==> src/rtl/cart_mem_arbiter.sv <==
// Shares one external cart memory port between a PRG (CPU) and a CHR (PPU) access slot.
// Each slot holds one request; grants alternate round-robin with an idle cycle between requests.
module cart_mem_arbiter #(
  parameter int AW = 22
) (
  input  logic          clk,
  input  logic          rst_n,
  input  logic          prg_read,
  input  logic          prg_write,
  input  logic [AW-1:0] prg_aout,
  input  logic [7:0]    prg_din,
  input  logic          prg_allow,
  input  logic          prg_bus_write,
  input  logic [7:0]    prg_mapper_dout,
  input  logic          chr_read,
  input  logic          chr_write,
  input  logic [AW-1:0] chr_aout,
  input  logic [7:0]    chr_din,
  input  logic          chr_allow,
  output logic          mem_req,
  output logic          mem_we,
  output logic [AW-1:0] mem_addr,
  output logic [7:0]    mem_wdata,
  input  logic          mem_ack,
  input  logic [7:0]    mem_rdata,
  output logic [7:0]    prg_dout,
  output logic [7:0]    chr_dout,
  output logic          prg_valid,
  output logic          chr_valid,
  output logic          prg_overrun,
  output logic          chr_overrun
);

  typedef enum logic [0:0] {IDLE = 1'b0, BUSY = 1'b1} state_e;

  state_e          state_q, state_d;
  logic            prg_full_q, prg_full_d, chr_full_q, chr_full_d;
  logic            prg_we_q, prg_we_d, chr_we_q, chr_we_d;
  logic [AW-1:0]   prg_addr_q, prg_addr_d, chr_addr_q, chr_addr_d;
  logic [7:0]      prg_wdata_q, prg_wdata_d, chr_wdata_q, chr_wdata_d;
  logic            prg_ovr_q, prg_ovr_d, chr_ovr_q, chr_ovr_d;
  logic            gnt_q, gnt_d, last_q, last_d;   // 1'b0 = PRG, 1'b1 = CHR
  logic            mem_req_q, mem_req_d, mem_we_q, mem_we_d;
  logic [AW-1:0]   mem_addr_q, mem_addr_d;
  logic [7:0]      mem_wdata_q, mem_wdata_d;
  logic [7:0]      prg_dout_q, prg_dout_d, chr_dout_q, chr_dout_d;
  logic            prg_valid_q, prg_valid_d, chr_valid_q, chr_valid_d;

  logic ack_done_s, prg_free_s, chr_free_s, prg_busy_s, chr_busy_s;
  logic prg_bus_rd_s, prg_nomem_rd_s, prg_mem_s, chr_mem_s, pick_chr_s;

  // Strobe decode; a slot completing this cycle counts as free so an ack-cycle strobe is accepted
  always_comb begin
    ack_done_s     = (state_q == BUSY) & mem_ack;
    prg_free_s     = ack_done_s & ~gnt_q;
    chr_free_s     = ack_done_s & gnt_q;
    prg_busy_s     = prg_full_q & ~prg_free_s;
    chr_busy_s     = chr_full_q & ~chr_free_s;
    prg_bus_rd_s   = prg_read & prg_bus_write;
    prg_nomem_rd_s = prg_read & ~prg_bus_write & ~prg_allow;
    prg_mem_s      = (prg_read | prg_write) & prg_allow & ~prg_bus_write;
    chr_mem_s      = chr_read | (chr_write & chr_allow);
    pick_chr_s     = chr_full_q & (~prg_full_q | ~last_q);
  end

  // Slot loading and sticky overrun flags
  always_comb begin
    prg_full_d  = prg_busy_s;
    prg_we_d    = prg_we_q;
    prg_addr_d  = prg_addr_q;
    prg_wdata_d = prg_wdata_q;
    prg_ovr_d   = prg_ovr_q;
    chr_full_d  = chr_busy_s;
    chr_we_d    = chr_we_q;
    chr_addr_d  = chr_addr_q;
    chr_wdata_d = chr_wdata_q;
    chr_ovr_d   = chr_ovr_q;
    if (prg_mem_s && prg_busy_s) begin
      prg_ovr_d = 1'b1;
    end else if (prg_mem_s) begin
      prg_full_d  = 1'b1;
      prg_we_d    = prg_write & ~prg_read;
      prg_addr_d  = prg_aout;
      prg_wdata_d = prg_din;
    end else begin
      prg_ovr_d = prg_ovr_q;
    end
    if (chr_mem_s && chr_busy_s) begin
      chr_ovr_d = 1'b1;
    end else if (chr_mem_s) begin
      chr_full_d  = 1'b1;
      chr_we_d    = chr_write & ~chr_read;
      chr_addr_d  = chr_aout;
      chr_wdata_d = chr_din;
    end else begin
      chr_ovr_d = chr_ovr_q;
    end
  end

  // Request FSM: grant from IDLE, hold the memory command in BUSY until acknowledged
  always_comb begin
    state_d     = state_q;
    gnt_d       = gnt_q;
    last_d      = last_q;
    mem_req_d   = mem_req_q;
    mem_we_d    = mem_we_q;
    mem_addr_d  = mem_addr_q;
    mem_wdata_d = mem_wdata_q;
    case (state_q)
      IDLE: begin
        if (prg_full_q || chr_full_q) begin
          state_d     = BUSY;
          gnt_d       = pick_chr_s;
          last_d      = pick_chr_s;
          mem_req_d   = 1'b1;
          mem_we_d    = pick_chr_s ? chr_we_q : prg_we_q;
          mem_addr_d  = pick_chr_s ? chr_addr_q : prg_addr_q;
          mem_wdata_d = pick_chr_s ? chr_wdata_q : prg_wdata_q;
        end else begin
          state_d = IDLE;
        end
      end
      BUSY: begin
        if (mem_ack) begin
          state_d   = IDLE;
          mem_req_d = 1'b0;
        end else begin
          state_d = BUSY;
        end
      end
      default: begin
        state_d   = IDLE;
        mem_req_d = 1'b0;
      end
    endcase
  end

  // Read data return and one-cycle valid pulses
  always_comb begin
    prg_dout_d  = prg_dout_q;
    chr_dout_d  = chr_dout_q;
    prg_valid_d = 1'b0;
    chr_valid_d = 1'b0;
    if (prg_free_s && !prg_we_q) begin
      prg_valid_d = 1'b1;
      prg_dout_d  = mem_rdata;
    end else if (prg_bus_rd_s) begin
      prg_valid_d = 1'b1;
      prg_dout_d  = prg_mapper_dout;
    end else if (prg_nomem_rd_s) begin
      prg_valid_d = 1'b1;
    end else begin
      prg_valid_d = 1'b0;
    end
    if (chr_free_s && !chr_we_q) begin
      chr_valid_d = 1'b1;
      chr_dout_d  = mem_rdata;
    end else begin
      chr_valid_d = 1'b0;
    end
  end

  // State register
  always_ff @(posedge clk or negedge rst_n) begin
    if (!rst_n) begin
      state_q     <= IDLE;
      prg_full_q  <= 1'b0;
      prg_we_q    <= 1'b0;
      prg_addr_q  <= {AW{1'b0}};
      prg_wdata_q <= 8'h00;
      prg_ovr_q   <= 1'b0;
      chr_full_q  <= 1'b0;
      chr_we_q    <= 1'b0;
      chr_addr_q  <= {AW{1'b0}};
      chr_wdata_q <= 8'h00;
      chr_ovr_q   <= 1'b0;
      gnt_q       <= 1'b0;
      last_q      <= 1'b0;
      mem_req_q   <= 1'b0;
      mem_we_q    <= 1'b0;
      mem_addr_q  <= {AW{1'b0}};
      mem_wdata_q <= 8'h00;
      prg_dout_q  <= 8'h00;
      chr_dout_q  <= 8'h00;
      prg_valid_q <= 1'b0;
      chr_valid_q <= 1'b0;
    end else begin
      state_q     <= state_d;
      prg_full_q  <= prg_full_d;
      prg_we_q    <= prg_we_d;
      prg_addr_q  <= prg_addr_d;
      prg_wdata_q <= prg_wdata_d;
      prg_ovr_q   <= prg_ovr_d;
      chr_full_q  <= chr_full_d;
      chr_we_q    <= chr_we_d;
      chr_addr_q  <= chr_addr_d;
      chr_wdata_q <= chr_wdata_d;
      chr_ovr_q   <= chr_ovr_d;
      gnt_q       <= gnt_d;
      last_q      <= last_d;
      mem_req_q   <= mem_req_d;
      mem_we_q    <= mem_we_d;
      mem_addr_q  <= mem_addr_d;
      mem_wdata_q <= mem_wdata_d;
      prg_dout_q  <= prg_dout_d;
      chr_dout_q  <= chr_dout_d;
      prg_valid_q <= prg_valid_d;
      chr_valid_q <= chr_valid_d;
    end
  end

  assign mem_req     = mem_req_q;
  assign mem_we      = mem_we_q;
  assign mem_addr    = mem_addr_q;
  assign mem_wdata   = mem_wdata_q;
  assign prg_dout    = prg_dout_q;
  assign chr_dout    = chr_dout_q;
  assign prg_valid   = prg_valid_q;
  assign chr_valid   = chr_valid_q;
  assign prg_overrun = prg_ovr_q;
  assign chr_overrun = chr_ovr_q;

endmodule

==> config.mk <==
export PLATFORM = sky130hd
export DESIGN_NAME = cart_mem_arbiter
export DESIGN_NICKNAME = d
export VERILOG_FILES = /design/src/rtl/cart_mem_arbiter.sv
export SDC_FILE = /design/constraint.sdc
export NUM_CORES = 1
export LEC_CHECK = 0
export BUFFER_PORTS_ARGS = -buffer_cell sky130_fd_sc_hd__clkbuf_2
export CAP_MARGIN = 10
export CORE_ASPECT_RATIO = 0.5
export CORE_MARGIN = 2
export CORE_UTILIZATION = 29
export DETAILED_ROUTE_END_ITERATION = 10
export HOLD_SLACK_MARGIN = 0.05
export PLACE_DENSITY_LB_ADDON = 0.3
export SLEW_MARGIN = 10
export SYNTH_ARGS = -nofsm -noshare
export SYNTH_HDL_FRONTEND = slang
export SYNTH_SLANG_ARGS = --single-unit
==> constraint.sdc <==
create_clock -name clk -period 5 [get_ports clk]
set_input_delay 0.75 -clock clk [delete_from_list [all_inputs] [get_ports clk]]
set_output_delay 0.75 -clock clk [all_outputs]
set_load 0.02 [all_outputs]
==> impl_metrics.toml <==
[run_status]
status = "finished, final reports clean"

[grt]
grt_busiest_layer = "met2"
antenna_found_initial = 0
grt_first_pass_wirelength_um = 16900
grt_pass1_vias = 3225
grt_util_met3 = 0.0378
grtUsageMet2 = 0.213
grt_max_degree = 52
grt.total_usage = 0.129
overflow = 0
met1_usage = 0.162

[critical_path]
crit_type = "reg2reg"
crit_arrival_ps = 2580
cp_max_fo = 20
cp_data_required_time_ps = 5280
start_kind = "flip-flop"
end_kind = "flip-flop"

[timing]
setup_ws_ps = 2700
worst_pin_slew_ps = 715
setup_viol = 0
tns_ps = 0
finalCritPeriodShare = 0.460
hold_viol = 0
slew_headroom = 0.522
max_freq_ghz = 0.435
fin_skew_ps = 6.41
slew_violations = 0
hold_ws_ps = 285
rsz0062_at_grt = "no"
layout_min_cycle_time_ps = 2300

[synth]
yosys.area.top_type = "dfrtp_1"
netlist_area_um2 = 4780
yosysWarnings = 0
synth-seq-cells = 118
synth_top_cell_area_share = 0.617
synth_area_leaders = "dfrtp_1, mux2_2, mux2i_1"
netlist_instances = 355
avgSynthCellArea_um2 = 13.5
synth-seq-area-share = 0.617
ys_types = 28
syn-num-nets = 441

[drt]
drc = 0
wirelength_um = 10700
dr_total_vias = 3187
avgViaCountPerCell = 4.31
drtPass1Iterations = 4
drt_iter0_drc = 114
post_drt_wl_per_cell_um = 14.5
final_antenna_net_count = 0

[clock_network]
cts_buffer_depth = 2
h-tree-depth = 4
ctsHoldBuffers = 0
cts_resized = 0
cts_buffers = 17
clkTransAtPathRegs_ps = 60
cts_tree = "done"
post_cts_buffers = 0
clock_sinks = 118
clk_latency_ps = 400
cts_root_buffer = "clkbuf_16"

[power_and_ir_drop]
powerDensity_nw_per_um2 = 664
design_power_total_mw = 4.21
sw_frac_of_total = 0.331
p_int_mw = 2.81
p_switching_mw = 1.39
power_frac_clock = 0.299
ir_worst_vdd_uv = 235
sequentialPowerShare = 0.394
p_leak_nw = 3.04
combPwrFrac = 0.307

[layout]
syn_to_final_growth_pct = 32.3
final_cell_mix = "clkbuf_2, dfrtp_1, mux2_2"
layout-drive-gt1-share = 0.480
antenna_cells = 0
fillers = 1593
multi_input_area_um2 = 1730
layout.nets = 585
layout_commonest_cell = "clkbuf_2"
seq_area_um2 = 2950

[place]
post-dp-hpwl_um = 7470
io_buffers = 137
place_congestion = 0.749
dpl_worst_slack_ps = 2300

[min_path]
worstHoldPathType = "in2async"

[die]
die_area_um2 = 17600
die_x_um = 186
io_pins = 138
rows = 33
core_area_um2 = 16300
start_util = 0.294
die_h_um = 94.8

[run]
max_cap_violations = 0
synth_stat cells:
| cell type | count |
|---|---|
| dfrtp_1 | 118 |
| mux2_2 | 63 |
| nand2_1 | 45 |
| mux2i_1 | 39 |
| o21ai_0 | 39 |
| clkbuf_1 | 7 |
| buf_4 | 6 |
| mux2_1 | 6 |
| a21oi_1 | 5 |
| buf_2 | 3 |
| buf_6 | 3 |
| inv_1 | 3 |
| o21bai_1 | 3 |
| a211oi_4 | 1 |
| a21bo_2 | 1 |
| a21o_1 | 1 |
| a22oi_1 | 1 |
| a2bb2oi_1 | 1 |
| a31oi_1 | 1 |
| nand2b_1 | 1 |
| nand3_1 | 1 |
| nand3b_2 | 1 |
| nor2_1 | 1 |
| nor2b_1 | 1 |
| nor3_1 | 1 |
| nor4bb_1 | 1 |
| or2_1 | 1 |
| or2_2 | 1 |
critical path, stage by stage, from the launching register on:
cell and delay [ps]:
dfrtp_1 440, nand3b_2 270, a211oi_4 660, buf_4 420, mux2_2 380
logic make-up (layout without fill, tap and decap cells):
kind of cell,Yosys count,after routing,synth area share
AOI/OAI and AO/OA,53,53,0.0633
buffers and inverters,22,179,0.0275
and+or+nand+nor,54,54,0.0479
DFF,118,118,0.617
muxes,108,108,0.244
path summary, 6_finish.rpt:
check                       startpoint             end  slack, ps  cells past startpoint
max in group asynchronous        rst_n    mem_addr[20]       3680                      2
max reg2reg                     last_q  prg_addr_q[19]       2700                      4
min in group clk           chr_overrun     chr_overrun        470                      1
min                              rst_n    mem_addr[12]        290                      1
min reg2reg                chr_overrun     chr_overrun        470                      1
max                             last_q  prg_addr_q[19]       2700                      4
state kept, by name, indices dropped and copies added, names as in the netlist:
name / cells
mem_req: 1
chr_valid: 1
chr_addr_q: 22
prg_wdata_q: 8
state_q: 1
prg_dout: 8
prg_full_q: 1
chr_we_q: 1
chr_overrun: 1
chr_full_q: 1
last_q: 1
prg_overrun: 1
prg_valid: 1
chr_dout: 8
mem_addr: 22
prg_we_q: 1
prg_addr_q: 22
mem_wdata: 8
chr_wdata_q: 8
mem_we: 1
metal layers:
layer | up-vias | share of wire
met5 | - | 0
met4 | 0 | 0.013
li1 | 1535 | -
met1 | 1591 | 0.45
met2 | 47 | 0.50
met3 | 14 | 0.036
power by group through the flow:
stage | registers (mW) | logic [mW] | clock network (mW)
6_report | 1.66 | 1.29 | 1.26
4_1_cts | 1.66 | 1.32 | 1.28
3_5_place_dp | 1.68 | 1.32 | 0
3_3_place_gp | 1.67 | 1.29 | 0
2_1_floorplan | 1.85 | 0.711 | 0
5_1_grt | 1.72 | 1.43 | 1.33
area by class of cell:
class,count,share of cell area
multi-input cells,215,0.273
inverters,3,0.00178
well taps,227,0.0449
flip-flops and latches,118,0.466
clock inverters,14,0.0275
repair buffers,144,0.117
clock buffers,18,0.0694
per-stage QoR:
| step | instances | utilization | area, µm² |
|---|---|---|---|
| finish | 739 | 0.389 | 6330 |
| global route | 739 | 0.389 | 6330 |
| CTS | 739 | 0.389 | 6330 |
| detailed placement | 707 | 0.351 | 5720 |
| floorplan | 355 | - | 4780 |
| global placement | 707 | 0.351 | 5720 |
No activity file was read; power rests on OpenSTA's default activity.
